==> config.mk <==
export PLATFORM = sky130hd
export DESIGN_NAME = train_sensor_emulator
export DESIGN_NICKNAME = d
export VERILOG_FILES = /design/src/rtl/train_sensor_emulator.sv
export SDC_FILE = /design/constraint.sdc
export NUM_CORES = 1
export LEC_CHECK = 0
export BUFFER_PORTS_ARGS = -buffer_cell sky130_fd_sc_hd__buf_2
export CORE_ASPECT_RATIO = 1.4
export CORE_MARGIN = 1
export CORE_UTILIZATION = 45
export DETAILED_ROUTE_END_ITERATION = 12
export PLACE_DENSITY_LB_ADDON = 0.12
export SLEW_MARGIN = 15
export SYNTH_ARGS = -nofsm -noshare
export SYNTH_HDL_FRONTEND = slang
export SYNTH_SLANG_ARGS = --single-unit
==> constraint.sdc <==
create_clock -name clk -period 3.1 [get_ports clk]
set_clock_uncertainty 0.2 [all_clocks]
set_input_delay 0.155 -clock clk [delete_from_list [all_inputs] [get_ports clk]]
set_output_delay 0.155 -clock clk [all_outputs]
set_load 0.005 [all_outputs]
==> src/rtl/train_sensor_emulator.sv <==
// Emits S1..S6 pulses that imitate a train passing six track sensors, either direction.
// Define BOUNCE_EN to model contact bounce (1,0,1,1...) on each pulse.
module train_sensor_emulator #(
    parameter int CNT_W        = 19,
    parameter int PULSE_CYCLES = 8
) (
    input  logic             clk,
    input  logic             rst,
    input  logic             start,
    input  logic             abort,
    input  logic             dir,
    input  logic             loop_en,
    input  logic [CNT_W-1:0] seg_time,
    output logic             S1,
    output logic             S2,
    output logic             S3,
    output logic             S4,
    output logic             S5,
    output logic             S6,
    output logic [2:0]       sensor_idx,
    output logic             busy,
    output logic             done,
    output logic [1:0]       fsm_state_o
);

    typedef enum logic [1:0] {
        IDLE  = 2'd0,
        PULSE = 2'd1,
        GAP   = 2'd2,
        DONE  = 2'd3
    } state_t;

    localparam logic [7:0]       PULSE_LAST = 8'(PULSE_CYCLES - 1);
    localparam logic [CNT_W-1:0] GAP_ONE    = {{(CNT_W-1){1'b0}}, 1'b1};

    state_t           state_q, state_d;
    logic [2:0]       idx_q, idx_d;
    logic [7:0]       pcnt_q, pcnt_d;
    logic [CNT_W-1:0] cnt_q, cnt_d;
    logic [CNT_W-1:0] gap_q, gap_d;
    logic             dir_q, dir_d;
    logic [5:0]       s_q, s_d;
    logic             busy_q, busy_d;
    logic             done_q, done_d;
    logic             level;

    // Handshake: start is a one-cycle request honoured only in IDLE with abort low;
    // abort is level-sampled every cycle and overrides everything except reset.
    always_comb begin
        state_d = state_q;
        idx_d   = idx_q;
        pcnt_d  = pcnt_q;
        cnt_d   = cnt_q;
        gap_d   = gap_q;
        dir_d   = dir_q;

        case (state_q)
            IDLE: begin
                idx_d = 3'd0;
                if (start && !abort) begin
                    dir_d   = dir;
                    gap_d   = (seg_time == '0) ? GAP_ONE : seg_time;
                    idx_d   = dir ? 3'd5 : 3'd0;
                    pcnt_d  = 8'd0;
                    state_d = PULSE;
                end
            end
            PULSE: begin
                if (pcnt_q == PULSE_LAST) begin
                    pcnt_d = 8'd0;
                    if (idx_q == (dir_q ? 3'd0 : 3'd5)) begin
                        state_d = DONE;
                    end else begin
                        cnt_d   = gap_q;
                        state_d = GAP;
                    end
                end else begin
                    pcnt_d = pcnt_q + 8'd1;
                end
            end
            GAP: begin
                if (cnt_q == GAP_ONE) begin
                    idx_d   = dir_q ? (idx_q - 3'd1) : (idx_q + 3'd1);
                    pcnt_d  = 8'd0;
                    state_d = PULSE;
                end else begin
                    cnt_d = cnt_q - GAP_ONE;
                end
            end
            DONE: begin
                if (loop_en) begin
                    idx_d   = dir_q ? 3'd5 : 3'd0;
                    pcnt_d  = 8'd0;
                    state_d = PULSE;
                end else begin
                    idx_d   = 3'd0;
                    state_d = IDLE;
                end
            end
            default: state_d = IDLE;
        endcase

        if (abort && state_q != IDLE) begin
            state_d = IDLE;
            idx_d   = 3'd0;
            pcnt_d  = 8'd0;
            cnt_d   = '0;
        end
    end

    // Outputs are registered from next-state so the first pulse appears one cycle after start.
`ifdef BOUNCE_EN
    assign level = (pcnt_d != 8'd1);
`else
    assign level = 1'b1;
`endif

    always_comb begin
        s_d = 6'b0;
        if (state_d == PULSE) begin
            for (int i = 0; i < 6; i++) begin
                if (idx_d == 3'(i)) begin
                    s_d[i] = level;
                end
            end
        end
        busy_d = (state_d != IDLE);
        done_d = (state_d == DONE);
    end

    always_ff @(posedge clk) begin
        if (rst) begin
            state_q <= IDLE;
            idx_q   <= 3'd0;
            pcnt_q  <= 8'd0;
            cnt_q   <= '0;
            gap_q   <= '0;
            dir_q   <= 1'b0;
            s_q     <= 6'b0;
            busy_q  <= 1'b0;
            done_q  <= 1'b0;
        end else begin
            state_q <= state_d;
            idx_q   <= idx_d;
            pcnt_q  <= pcnt_d;
            cnt_q   <= cnt_d;
            gap_q   <= gap_d;
            dir_q   <= dir_d;
            s_q     <= s_d;
            busy_q  <= busy_d;
            done_q  <= done_d;
        end
    end

    assign S1          = s_q[0];
    assign S2          = s_q[1];
    assign S3          = s_q[2];
    assign S4          = s_q[3];
    assign S5          = s_q[4];
    assign S6          = s_q[5];
    assign sensor_idx  = idx_q;
    assign busy        = busy_q;
    assign done        = done_q;
    assign fsm_state_o = state_q;

endmodule

Word level (Yosys, flattened, before mapping)
Cells that the tools add are included.
{"block": "classes", "reduce_logical": 14, "mux": 32, "n_addsub": 4, "n_bitwise": 1, "eq_ne": 19}
{"op": "2-to-1 mux 19 bit", "count": 4}
{"op": "case mux 19 bit (2 select lines)", "count": 1}
{"op": "2-to-1 mux 8 bit", "count": 4}
{"op": "case mux 8 bit (4 select lines)", "count": 1}
{"op": "2-to-1 mux 3 bit", "count": 8}
{"op": "equality test 19 x 1 -> 1 bit, second input constant", "count": 1}
{"op": "logical NOT 19 bit", "count": 1}
{"op": "subtractor 19 x 1 -> 19 bit, second input constant", "count": 1}
{"op": "inequality test 2 bit, second input constant", "count": 6}
{"op": "case mux 3 bit (3 select lines)", "count": 1}
{"op": "adder 8 x 1 -> 8 bit, second input constant", "count": 1}
{"op": "equality test 8 x 3 -> 1 bit, second input constant", "count": 1}
{"op": "2-to-1 mux 1 bit", "count": 8}
{"op": "2-to-1 mux 2 bit", "count": 4}
{"op": "case mux 2 bit (4 select lines)", "count": 1}
{"op": "equality test 2 bit, second input constant", "count": 3}
{"op": "equality test 3 x 2 -> 1 bit, second input constant", "count": 2}
{"op": "equality test 3 bit, second input constant", "count": 2}
{"op": "nonzero test 2 bit", "count": 3}
{"op": "equality test 2 x 1 -> 1 bit, second input constant", "count": 2}
{"op": "AND reduction 4 bit", "count": 1}
{"op": "OR reduction 2 bit", "count": 2}
{"op": "adder 3 x 1 -> 3 bit, second input constant", "count": 1}
{"op": "equality test 3 x 1 -> 1 bit, second input constant", "count": 1}
{"op": "other kinds (9)", "count": 10}
{"block": "totals", "output_inout_bits": 13, "reg_bits": 60, "input_bits": 25, "elab_cells": 79}

Logic depth before layout (Yosys ltp)
Gate-level depths: netlist (run 1).
{"block": "logic_depth", "word_depth": 9, "mapped_depth": 10, "depth_no_buf": 7}

Worst setup path before layout (run 1)
OpenSTA, ideal clock, no wires.
{"block": "synth_path", "kind": "reg2reg", "startpoint": "register cnt_q[14]", "endpoint": "register cnt_q[1]", "required_time_ns": 2.766, "path_slack_ns": 0.720, "synth_period_minus_slack_ns": 2.380, "setup_ns": 0.134, "stages_incl_launch_ff": 10, "arrival_time_ns": 2.046, "n_path_buf": 3, "cell_sequence": "dfxtp_1 or4_1 nand4bb_1 buf_2 o21a_4 or2_1 buf_6 buf_6 o211ai_1 a21oi_1"}
{"block": "synth_via", "elab_chain_cells": 3}
{"element": "start, declared", "line_no": "39", "text": "logic [CNT_W-1:0] cnt_q, cnt_d;"}
{"element": "start signal, assigned", "line_no": "146", "text": "cnt_q <= cnt_d;"}
{"element": "equality test 19 x 1 -> 1 bit", "line_no": "82", "text": "if (cnt_q == GAP_ONE) begin"}
{"element": "inequality test 2 bit (no source line)"}
{"element": "AND reduction 4 bit (no source line)"}
Every way passes these cells.
A chain may end at the register's enable or synchronous reset.

Final worst setup path (run 1)
{"block": "layout_path", "startpoint": "register cnt_q[14]", "endpoint": "register cnt_q[0]"}
The elaborated chain is that of the path after synthesis.

==> flow_metrics.tcl, run 1 <==
set metrics [dict create \
    status "finished, violations left" \
    violations "design-rule violations" \
    finalWorstSetupSlack_ps 309 \
    htree_levels 3 \
    dieWidth_um 71.3 \
    viasPerCell 5.82 \
    worst_path_largest_cell_delay_ps 550 \
    min_period_ps 2790 \
    synth_nets 420 \
    clkTransAtPathRegs_ps 70 \
    gr-total-overflow 0 \
    design.core.area_mm2 0.00653 \
    final.setup.tns_ps 0 \
    drt_pass1_iterations 8 \
    netlist_instances 391 \
    crit_required_ps 3090 \
    setup-violations-final 0 \
    cts-root-buf "clkbuf_8" \
    grt_pass1_wl_um 13600 \
    clock_power_share 0.463 \
    grt_max_degree 43 \
    synth_xor_area_frac 0.0202 \
    synth_top_area_share 0.397 \
    synth_top_flop_cell "dfxtp_1" \
    hpwlAfterDp_um 5210 \
    cts_buffer_depth 2 \
    synth_cell_type_count 56 \
    min_path_type "in2reg" \
    synthTopCellsByCount "nand2_1, dfxtp_1, a21oi_1" \
    finalHoldViolCount 0 \
    swShare 0.229 \
    place_ws_ps 318 \
    p_leak_nw 1.42 \
    fill_cells 635 \
    final_nets 470 \
    synthArstFlopShare 0 \
    slew_headroom 0.433 \
    p_seq_frac 0.462 \
    io_pins 38 \
    cts_tree "done" \
    diodes 0 \
    synth_edf_count 0 \
    cts_sinks 60 \
    crit_family "simple AND/OR/NAND/NOR gates" \
    comb_power_share 0.075 \
    slowest_stage "or4_1" \
    synth-adder-area-share 0.0190 \
    drc 6 \
    final_antenna_net_count 0 \
    register_area_mm2 0.00120 \
    route.final.wire_length_um 7910 \
    synth_compound_area_frac 0.219 \
    crit_buf_inv 0 \
    worstSetupStartpointType "register" \
    place_congestion 0.853 \
    ys_seq_area_frac 0.397 \
    yosysMostFrequentCell "nand2_1" \
    rsz0062_at_grt "false" \
    clkLatencyLatePin_ps 350 \
    drive_above_1_share 0.169 \
    worstPathMaxFanout 16 \
    rows 35 \
    drv_cap 0 \
    areaGrowthSynthToFinish_pct 21.7 \
    min_period_over_period 0.900 \
    fin_area_mm2 0.00369 \
    synth_mux_area_frac 0 \
    ctsResizeCount 0 \
    cts_inserted_buffers 9 \
    grt_pass1_vias 2853 \
    grtUsageTotal 0.246 \
    cp-end-kind "register" \
    synth-simple-area-share 0.299 \
    drv_slew 0 \
    synth_warnings 0 \
    pwr_density_cell_mw_per_mm2 471 \
    synth_top_area_cell "dfxtp_1" \
    synth_top_family_by_area "simple AND/OR/NAND/NOR gates" \
    fp.dieArea_mm2 0.00707 \
    worst_slew_pin_slew_ps 851 \
    syn_area_mm2 0.00303 \
    timing.fmax_mhz 358 \
    placed_area_mm2 0.00325 \
    drt_iter0_drc 138 \
    power.internal_mw 1.34 \
    ir_drop_mv 0.315 \
    vias 3022 \
    crit_chain "or4_1, nand4bb_1, o21a_4, or2_1, o21ai_0, a221oi_2" \
    path_class "reg2reg" \
    antenna_found_initial 0 \
    multiInputGateArea_mm2 0.00169 \
    cp.arrival_ps 2780 \
    ys_ff_latch 60 \
    syn_avg_cell_area_um2 7.75 \
    wire_per_inst_um 15.2 \
    start_util 0.464 \
    switching_power_mw 0.397 \
    die_height_um 99.1 \
    io_buffers 37 \
    synthTopCellsByArea "dfxtp_1, nand2_1, a21oi_1" \
]
==> registers in the layout, indices dropped and copies added (netlist names) <==
signal	cells
busy	1
pcnt_q	8
fsm_state_o	2
cnt_q	19
gap_q	19
dir_q	1
sensor_idx	3
done	1
s_q	6
==> power by group through the flow <==
stage	clock network, mW	logic (mW)	registers (mW)
after detailed placement	0	0.110	0.818
after global routing	0.851	0.146	0.803
after CTS	0.822	0.130	0.801
after floorplan	0	0.0667	0.815
final	0.803	0.131	0.801
after global placement	0	0.109	0.818
==> final timing paths <==
check | slack (ps) | to | from | cells after the start
worst max-delay path | 310 | cnt_q[0] | cnt_q[14] | 6
worst min register to register | 250 | gap_q[17] | gap_q[17] | 2
worst max register to register | 310 | cnt_q[0] | cnt_q[14] | 6
worst min-delay path | 50 | fsm_state_o[0] | start | 4
==> metrics by stage <==
stage                     total power, mW  utilization  hold slack, ps  cells
after floorplan                     0.881            -            91.0    391
after global placement              0.927        0.498             210    483
after detailed placement            0.928        0.498             213    483
after CTS                            1.75        0.565            37.7    519
after global routing                 1.80        0.565            75.9    519
final                                1.73        0.565            52.2    519
==> final cells by class <==
cell class | instances | share of cell area
Clock inverter | 4 | 0.0197
Clock buffer | 11 | 0.0411
Inverter | 5 | 0.00509
Multi-Input combinational cell | 299 | 0.460
Sequential cell | 60 | 0.326
Tap cell | 74 | 0.0251
Timing Repair Buffer | 66 | 0.124
==> worst min-delay path: stages <==
cell and delay [ps]:
buf_2 110, nor2_1 100, nor3_1 60, and2_1 130
==> cells by family after synthesis <==
kind of cell | after synthesis
compound gates | 107
buf+inv | 32
fa+ha+maj | 4
flops | 60
simple gates | 181
xor+xnor | 7
==> per-layer routing <==
layer / vias to the layer above / share of wire / global-route usage
li1: 1498 / - / -
met1: 1433 / 0.43 / 0.292
met2: 74 / 0.51 / 0.426
met3: 17 / 0.039 / 0.0440
met4: 0 / 0.023 / 0.115
met5: - / 0 / 0
==> repair_timing <==
item | 4_1_cts | 5_1_grt
endpoints found under the hold margin | 23 | 0
hold buffers | 21 | 0
setup buffers | 0 | 0
==> placed cells by master (no fill, tap or decap), drive strengths merged, types with 2 or more instances in the layout <==
cell / n
clkbuf: 11
dfxtp: 60
nor3b: 4
o41ai: 2
or4: 5
buf: 45
o211a: 3
dlygate4sd3: 21
a31oi: 2
nor3: 25
nand2b: 3
ha: 3
o32ai: 3
nor2: 31
xor2: 2
a21oi: 49
bufinv: 2
xnor2: 5
a31o: 5
nand4: 4
a211o: 2
or2: 2
nand2: 72
nor2b: 2
o21ai: 28
o21a: 4
and3: 2
and2: 4
nand3b: 2
inv: 5
o31ai: 2
nor4: 12
nand3: 6
nor4b: 3
No activity file was read; power rests on OpenSTA's default activity.
==> run 2: changes to the inputs <==
--- a/config.mk
+++ b/config.mk
@@ -8,7 +8,7 @@
 export BUFFER_PORTS_ARGS = -buffer_cell sky130_fd_sc_hd__buf_2
 export CORE_ASPECT_RATIO = 1.4
 export CORE_MARGIN = 1
-export CORE_UTILIZATION = 45
+export CORE_UTILIZATION = 50
 export DETAILED_ROUTE_END_ITERATION = 12
 export PLACE_DENSITY_LB_ADDON = 0.12
 export SLEW_MARGIN = 15
==> flow_metrics.tcl, run 2 (synthesis results as in run 1) <==
set metrics [dict create \
    status "completed" \
    viasPerCell 5.88 \
    holdPathStages 2 \
    cts_buffer_depth 2 \
    crit_required_ps 3080 \
    ff2ff_setup_slack_ps 340 \
    min_period_ps 2760 \
    final.setup.tns_ps 0 \
    clkTransAtPathRegs_ps 60 \
    cp_num_cells 6 \
    layout.cells.non_filler 515 \
    worst_slew_pin_slew_ps 875 \
    crit_buf_inv 0 \
    htree_levels 3 \
    drt_pass1_iterations 5 \
    drv_cap 0 \
    final_common_cell "nand2_1" \
    route.final.wire_length_um 7720 \
    hpwlAfterDp_um 5260 \
    worst_path_largest_cell_delay_ps 540 \
    cp.arrival_ps 2740 \
    endpoint "cnt_q[0]" \
    rsz0062_at_grt "false" \
    register_area_mm2 0.00120 \
    crit_family "simple AND/OR/NAND/NOR gates" \
    reg2reg_to "cnt_q[0]" \
    gr-total-overflow 0 \
    grt_pass1_wl_um 12800 \
    min_path_type "in2reg" \
    cts_inserted_buffers 9 \
    grt_max_degree 28 \
    pwr_density_cell_mw_per_mm2 452 \
    cp-end-kind "register" \
    drive_above_1_share 0.164 \
    regToRegStartpoint "cnt_q[14]" \
    start_util 0.517 \
    rr_worst_depth 6 \
    io_pins 38 \
    ir_drop_mv 0.299 \
    drc 0 \
    die_height_um 94.1 \
    crit_chain "or4_1, nand4bb_1, o21a_4, or2_1, o21ai_0, a221oi_2" \
    cts_tree "done" \
    mostFrequentLayoutCells "nand2_1, dfxtp_1, a21oi_1" \
    diodes 0 \
    path_class "reg2reg" \
    worstPathMaxFanout 16 \
    drt_iter0_drc 107 \
    crit_start "cnt_q[14]" \
    p_leak_nw 1.41 \
    slew_headroom 0.416 \
    cts-root-buf "clkbuf_8" \
    ctsResizeCount 0 \
    clkLatencyLatePin_ps 340 \
    io_buffers 37 \
    fill_cells 554 \
    grtUsageTotal 0.270 \
    rows 33 \
    vias 3030 \
    dieWidth_um 67.8 \
    grt_pass1_vias 2767 \
    post-place-cells 479 \
    postCtsSetupBuffers 0 \
    areaGrowthSynthToFinish_pct 20.8 \
    drv_slew 0 \
    wire_per_inst_um 15.0 \
    min_period_over_period 0.891 \
    slowest_stage "or4_1" \
    final_nets 470 \
    finalHoldViolCount 0 \
    design.core.area_mm2 0.00586 \
    reg_top3 "cnt_q: 19 flops, gap_q: 19 flops, pcnt_q: 8 flops" \
    multiInputGateArea_mm2 0.00169 \
    antenna_found_initial 0 \
    setup-violations-final 0 \
    fp.dieArea_mm2 0.00638 \
    place_congestion 0.867 \
    cts_sinks 60 \
    timing.fmax_mhz 362 \
    final_antenna_net_count 0 \
    worstSetupStartpointType "register" \
]
run 2: changes by cell type in the layout (fill, tap and decap cells not counted), sizes merged:
cell / before / now
clkbuf: 11 / 14
bufinv: 2 / 1
clkinv: 1 / 0
clkinvlp: 1 / 0
run 2: worst register-to-register path: cells and delay by family, from the launching register on:
kind	cells	cell delay [ps]
AO/OA/AOI/OAI	3	650
AND/OR/NAND/NOR	3	1400
flip-flops	1	350
run 2: power by group:
part,internal (mW),switching (mW)
Clock,0.433,0.291
Combinational,0.0586,0.0713
Sequential,0.789,0.0130
run 2: cell type report:
cell class,count,area share
Multi-Input combinational cell,299,0.463
Sequential cell,60,0.328
Timing Repair Buffer,66,0.124
Clock buffer,14,0.0472
Tap cell,70,0.0239
Clock inverter,1,0.00821
Inverter,5,0.00513
run 2: how the worst min path moves through the flow:
stage | slack, ps | startpoint | end
finish | 60 | rst | sensor_idx[0]
global placement | 210 | seg_time[5] | gap_q[5]
global route | 80 | rst | sensor_idx[0]
CTS | 50 | start | fsm_state_o[0]
detailed placement | 210 | seg_time[4] | gap_q[4]
floorplan | 90 | seg_time[17] | gap_q[17]
run 2: repair_timing:
item | in CTS | in global routing
endpoints found under the hold margin | 23 | 0
endpoints found under the setup margin | 0 | 0
hold buffers | 21 | 0
run 2: stage by stage:
stage | hold WS (ps) | cell area [um^2] | worst slack [ps] | utilization | total power, mW
floorplan | 91.0 | 3030 | 720 | - | 0.881
global placement | 211 | 3250 | 381 | 0.554 | 0.926
detailed placement | 213 | 3250 | 336 | 0.554 | 0.926
CTS | 45.3 | 3660 | 325 | 0.624 | 1.67
global route | 76.6 | 3660 | 176 | 0.624 | 1.72
finish | 55.6 | 3660 | 337 | 0.624 | 1.66
run 2: routing by layer:
metal,GRT usage,vias to the layer above,wire (um)
met2,0.479,82,4090
li1,-,1494,-
met1,0.295,1437,3150
met3,0.0461,17,292
met4,0.141,0,196
met5,0,-,0
